File: src/rtl/onehot_req_arbiter_if.sv
// Bundle between the request/acknowledge side and the one-hot arbiter.
// Carries the requests, the acknowledge, the one-hot grant lines and the status outputs.
interface onehot_req_arbiter_if;
    // Handshake: a grant is offered while valid=1 with exactly one y line high.
    // It is taken on a clk edge where valid=1 and ack=1. ack is ignored while valid=0.
    // A grant that waits too long for ack is withdrawn, and tmo pulses for one cycle.
    logic [7:0] req;
    logic       ack;
    logic       y7;
    logic       y6;
    logic       y5;
    logic       y4;
    logic       y3;
    logic       y2;
    logic       y1;
    logic       y0;
    logic       valid;
    logic [7:0] pending;
    logic       tmo;
    logic       fsm_state;

    modport master (
        output req, ack,
        input  y7, y6, y5, y4, y3, y2, y1, y0, valid, pending, tmo, fsm_state
    );

    modport slave (
        input  req, ack,
        output y7, y6, y5, y4, y3, y2, y1, y0, valid, pending, tmo, fsm_state
    );
endinterface

File: src/rtl/onehot_req_arbiter.sv
// Captures rising edges on eight asynchronous request lines and serves them one at a time
// as a registered one-hot grant, using round-robin order and an acknowledge timeout.
module onehot_req_arbiter #(
    parameter int SYNC_STAGES = 2,   // 2..4
    parameter int TIMEOUT     = 255  // 1..255
) (
    input  logic clk,
    input  logic rst,
    onehot_req_arbiter_if.slave bus
);
    localparam logic [0:0] S_IDLE  = 1'b0;
    localparam logic [0:0] S_GRANT = 1'b1;
    localparam logic [7:0] CNT_LAST = 8'(TIMEOUT - 1);

    logic [SYNC_STAGES-1:0][7:0] sync_q;
    logic [7:0] sync_d;
    logic [7:0] rise;
    logic [7:0] pending;
    logic [7:0] clr;
    logic [7:0] y_q;
    logic       valid_q;
    logic       tmo_q;
    logic [0:0] state;
    logic [2:0] ptr;
    logic [7:0] cnt;
    logic [2:0] cand;
    logic [2:0] sel_idx;
    logic       sel_found;

    always_ff @(posedge clk) begin
        if (rst) begin
            sync_q <= '0;
            sync_d <= '0;
        end else begin
            sync_q[0] <= bus.req;
            for (int k = 1; k < SYNC_STAGES; k++) begin
                sync_q[k] <= sync_q[k-1];
            end
            sync_d <= sync_q[SYNC_STAGES-1];
        end
    end

    assign rise = sync_q[SYNC_STAGES-1] & ~sync_d;
    // A new rise on the bit being acknowledged re-arms it: the set term is applied last.
    assign clr  = (state == S_GRANT && bus.ack) ? (8'd1 << ptr) : 8'd0;

    always_ff @(posedge clk) begin
        if (rst) begin
            pending <= '0;
        end else begin
            pending <= (pending & ~clr) | rise;
        end
    end

    // Round-robin search starts just after the last granted index and wraps back to it.
    always_comb begin
        sel_found = 1'b0;
        sel_idx   = ptr;
        cand      = ptr;
        for (int k = 1; k <= 8; k++) begin
            cand = ptr + 3'(k);
            if (!sel_found && pending[cand]) begin
                sel_found = 1'b1;
                sel_idx   = cand;
            end
        end
    end

    always_ff @(posedge clk) begin
        if (rst) begin
            state   <= S_IDLE;
            ptr     <= 3'd7;
            cnt     <= '0;
            y_q     <= '0;
            valid_q <= 1'b0;
            tmo_q   <= 1'b0;
        end else begin
            tmo_q <= 1'b0;
            case (state)
                S_IDLE: begin
                    if (sel_found) begin
                        y_q     <= 8'd1 << sel_idx;
                        valid_q <= 1'b1;
                        ptr     <= sel_idx;
                        cnt     <= '0;
                        state   <= S_GRANT;
                    end
                end
                S_GRANT: begin
                    if (bus.ack) begin
                        y_q     <= '0;
                        valid_q <= 1'b0;
                        state   <= S_IDLE;
                    end else if (cnt == CNT_LAST) begin
                        // Withdrawn without clearing pending, so the source is retried later.
                        y_q     <= '0;
                        valid_q <= 1'b0;
                        tmo_q   <= 1'b1;
                        state   <= S_IDLE;
                    end else begin
                        cnt <= cnt + 8'd1;
                    end
                end
                default: state <= S_IDLE;
            endcase
        end
    end

    assign {bus.y7, bus.y6, bus.y5, bus.y4, bus.y3, bus.y2, bus.y1, bus.y0} = y_q;
    assign bus.valid     = valid_q;
    assign bus.pending   = pending;
    assign bus.tmo       = tmo_q;
    assign bus.fsm_state = state;
endmodule

File: src/flat_wrapper.sv
// flat-port wrapper written by rule: the top's interface ports become plain ports
module onehot_req_arbiter_flat 
#(
    parameter int SYNC_STAGES = 2,          
    parameter int TIMEOUT     = 255           
)
  (clk, rst, bus_req, bus_ack, bus_y7, bus_y6, bus_y5, bus_y4, bus_y3, bus_y2, bus_y1, bus_y0, bus_valid, bus_pending, bus_tmo, bus_fsm_state);
  onehot_req_arbiter_if bus_i ();
  input  logic clk;
  input  logic rst;
  input wire logic [$bits(bus_i.req)-1:0] bus_req;
  input wire logic [$bits(bus_i.ack)-1:0] bus_ack;
  output wire logic [$bits(bus_i.y7)-1:0] bus_y7;
  output wire logic [$bits(bus_i.y6)-1:0] bus_y6;
  output wire logic [$bits(bus_i.y5)-1:0] bus_y5;
  output wire logic [$bits(bus_i.y4)-1:0] bus_y4;
  output wire logic [$bits(bus_i.y3)-1:0] bus_y3;
  output wire logic [$bits(bus_i.y2)-1:0] bus_y2;
  output wire logic [$bits(bus_i.y1)-1:0] bus_y1;
  output wire logic [$bits(bus_i.y0)-1:0] bus_y0;
  output wire logic [$bits(bus_i.valid)-1:0] bus_valid;
  output wire logic [$bits(bus_i.pending)-1:0] bus_pending;
  output wire logic [$bits(bus_i.tmo)-1:0] bus_tmo;
  output wire logic [$bits(bus_i.fsm_state)-1:0] bus_fsm_state;
  assign bus_i.req = bus_req;
  assign bus_i.ack = bus_ack;
  assign bus_y7 = bus_i.y7;
  assign bus_y6 = bus_i.y6;
  assign bus_y5 = bus_i.y5;
  assign bus_y4 = bus_i.y4;
  assign bus_y3 = bus_i.y3;
  assign bus_y2 = bus_i.y2;
  assign bus_y1 = bus_i.y1;
  assign bus_y0 = bus_i.y0;
  assign bus_valid = bus_i.valid;
  assign bus_pending = bus_i.pending;
  assign bus_tmo = bus_i.tmo;
  assign bus_fsm_state = bus_i.fsm_state;
  onehot_req_arbiter #(.SYNC_STAGES(SYNC_STAGES), .TIMEOUT(TIMEOUT)) u_core (.clk(clk), .rst(rst), .bus(bus_i));
endmodule
File: config.mk
export PLATFORM = sky130hd
export DESIGN_NAME = onehot_req_arbiter_flat
export DESIGN_NICKNAME = d
export VERILOG_FILES = /design/src/rtl/onehot_req_arbiter_if.sv /design/src/rtl/onehot_req_arbiter.sv /design/src/flat_wrapper.sv
export SDC_FILE = /design/constraint.sdc
export NUM_CORES = 1
export LEC_CHECK = 0
export ABC_AREA = 1
export ABC_CLOCK_PERIOD_IN_PS = 3200
export BUFFER_PORTS_ARGS = -buffer_cell sky130_fd_sc_hd__buf_2
export CORE_MARGIN = 5
export CORE_UTILIZATION = 41
export CTS_CLUSTER_SIZE = 20
export DETAILED_ROUTE_END_ITERATION = 10
export GPL_TIMING_DRIVEN = 0
export PLACE_DENSITY_LB_ADDON = 0.05
export SLEW_MARGIN = 20
export SYNTH_ARGS = -nofsm -noshare
export SYNTH_HDL_FRONTEND = slang
export SYNTH_SLANG_ARGS = --single-unit
File: constraint.sdc
create_clock -name clk -period 3.2 [get_ports clk]
set_input_delay 0.16 -clock clk [delete_from_list [all_inputs] [get_ports clk]]
set_output_delay 0.16 -clock clk [all_outputs]
set_load 0.05 [all_outputs]
==> impl_metrics.yaml <==
sta:
  min_period_ns: 2.913
  finalHoldViolations: 0
  skew_ns: 0.006494
  setup_slack_ns: 0.2870
  finalSetupViolCount: 0
  fmax_mhz: 343.3
  final.setup.tns_ns: 0
  worst_pin_slew_ns: 0.5274
  relSlewSlack_pct: 64.84
  holdWs_ns: 0.02929
  rsz0062_at_grt: "false"
  maxSlewViolCount: 0
  period_share_pct: 91.03
logic_synthesis:
  yosysTopAreaCell: "dfxtp_1"
  synth_xor_area_share_pct: 1.832
  ys_seq_area_share_pct: 38.61
  synthArstFlopShare_pct: 0
  synth_top_family_by_area: "simple AND/OR/NAND/NOR gates"
  yosysMostFrequentCell: "nand2_1"
  syn-cell-area_mm2: 0.002800
  synth_nets: 413
  yosys-top-cells-count: "nand2_1 (105), dfxtp_1 (54), inv_1 (51)"
  synth_ff_type: "dfxtp_1"
  synth-seq-cells: 54
  avgSynthCellArea_um2: 7.143
  synth_warnings: 0
  synth_edf_count: 0
  synth_top_cell_area_share_pct: 38.61
  synth.area.top_cells: "dfxtp_1 (39%), nand2_1 (14%), inv_1 (6.8%)"
  synth_compound_area_share_pct: 9.071
  synth_cells: 392
  yosys-mux-area-fraction_pct: 0
  ys_types: 36
  yosys.area_share.simple_pct: 35.84
  synth_fa_ha_area_share_pct: 4.468
run_status:
  outcome: "finished clean"
power:
  internal_power_mw: 1.728
  clkPwrFrac_pct: 12.8
  switching_share_pct: 51.44
  pwr_density_cell_mw_per_mm2: 1114
  power_frac_seq_pct: 22.5
  power.leakage_nw: 1.559
  peakVddDrop_uv: 343.0
  pwr-share-comb_pct: 64.7
  finalPower_mw: 3.558
  p_sw_mw: 1.831
cells_and_area:
  antenna_cells: 0
  syn_to_final_growth_pct: 14.03
  post-route-util_pct: 47.52
  final_nets: 451
  final_layout_size_suffix_gt1_share_pct: 19.26
setup_path:
  critPathArrivalTime_ns: 3.09
  cp.required_ns: 3.38
  end_kind: "flip-flop"
  crit_path_start_kind: "flip-flop"
  worstSetupPathType: "flip-flop to flip-flop"
  critPathMaxFanout: 9
place:
  place_ws_ns: 0.08589
  gp_congestion: 0.8363
  dpl.hpwl_um: 4769
  port_buffers: 28
global_routing:
  grt_pass1_vias: 2373
  grt_first_pass_wirelength_um: 10940
  track_usage_pct: 15.63
  grt_antenna_before_repair: 0
  overflow: 0
  grt_max_degree: 18
clock_network:
  cts-root-buf: "clkbuf_8"
  htreeDepth: 2
  cts.sinks: 54
  cts_max_path_buffers: 2
  clk_pin_slew_ns: 0.10
  clk_latency_ns: 0.31
  cts_tree: "yes"
  holdBufCountCts: 0
  numCtsBuffers: 5
route:
  vias: 2402
  wl_per_cell_um: 12.09
  drt_iter0_markers: 77
  drc: 0
  viasPerCell: 4.701
  antenna_left: 0
  drt_pre_antenna_iters: 4
  postRouteWirelength_um: 6178
floorplanning:
  rows: 30
  initial_core_util_pct: 41.68
  boundaryPins: 30
  die-area_mm2: 0.008582
  core_mm2: 0.006719
  die_w_um: 92.64
  fp.dieH_um: 92.64
run:
  drv_cap: 0
min_path:
  hp-class: "input port to flip-flop"
## power groups by stage
stage          Clock (mW)  Combinational, mW  Sequential [mW]
2_1_floorplan           0               1.73            0.914
5_1_grt             0.502               2.60            0.812
3_3_place_gp            0               2.26            0.819
6_report            0.456               2.30            0.801
3_5_place_dp            0               2.26            0.820
4_1_cts             0.475               2.27            0.804
## repair_timing
action | in CTS | in global routing
resized for setup | 0 | 3
setup buffers | 0 | 3
setup endpoints to repair | 0 | 18
## flip-flops by register name, summed over array words and instances (netlist names)
signal,flops
u_core.bus.fsm_state,1
u_core.bus.pending,8
u_core.bus.tmo,1
u_core.bus.valid,1
u_core.cnt,8
u_core.ptr,3
u_core.sync_d,8
u_core.sync_q,16
u_core.y_q,8
## critical path, cell delays in order (launching register included)
cell	delay [ns]
dfxtp_1	0.39
buf_4	0.21
clkinvlp_4	0.17
ha_4	0.29
inv_2	0.15
nand3_1	0.16
nand3b_1	0.23
nand2_4	0.11
nor2_8	0.16
nand4_2	0.11
nor2_2	0.12
nand3_2	0.11
nand2_2	0.16
inv_2	0.08
nand3_1	0.13
inv_2	0.07
nand2_1	0.07
a21oi_1	0.06
## logic make-up (layout without fill, tap and decap cells)
logic type | count (synthesis) | count (layout)
AO/OA/AOI/OAI | 46 | 46
XOR/XNOR | 5 | 5
adder cells (fa/ha/maj) | 10 | 10
buffers and inverters | 69 | 108
flip-flops | 54 | 54
AND/OR/NAND/NOR | 208 | 208
## metrics by stage
| step | instance area, µm² | cells |
|---|---|---|
| 2_1_floorplan | 2800 | 392 |
| 3_3_place_gp | 3040 | 500 |
| 3_5_place_dp | 3040 | 500 |
| 4_1_cts | 3154 | 508 |
| 5_1_grt | 3193 | 511 |
| 6_report | 3193 | 511 |
## layout make-up
type	count	area, µm²
fillers	725	3526
multi-input cells	269	1446
flip-flops and latches	54	1081
inverters	59	225.2
repair buffers	31	162.7
well taps	80	100.1
clock buffers	5	68.82
plain buffers	10	63.81
clock inverters	3	45.04
## worst paths after layout
check	start	to	slack [ns]	cells past startpoint
max	u_core.ptr[1]	u_core.y_q[6]	0.29	17
max reg2reg	u_core.ptr[1]	u_core.y_q[6]	0.29	17
min reg2reg	u_core.sync_q[4]	u_core.sync_q[12]	0.41	2
min	bus_ack	u_core.bus.tmo	0.03	2
## layer usage
metal / wire (µm) / track usage, %
met1: 2998 / 19.90
met3: 149 / 3.168
met5: 0 / 0
met4: 90 / 4.762
met2: 2940 / 26.59
## layout by cell type, fill, tap and decap left out, drive strengths merged
| cell | n |
|---|---|
| xnor2 | 1 |
| nand2 | 117 |
| nand3 | 37 |
| inv | 57 |
| nor2 | 40 |
| ha | 10 |
| clkinv | 1 |
| buf | 36 |
| a31oi | 1 |
| a21oi | 22 |
| dfxtp | 54 |
| nand3b | 1 |
| clkinvlp | 3 |
| o211ai | 1 |
| o21ai | 14 |
| and3 | 1 |
| nor4 | 1 |
| bufinv | 1 |
| clkbuf | 10 |
| xor2 | 4 |
| o22ai | 6 |
| o21bai | 2 |
| nor3 | 2 |
| nand4 | 9 |
No activity file was read; power rests on OpenSTA's default activity.
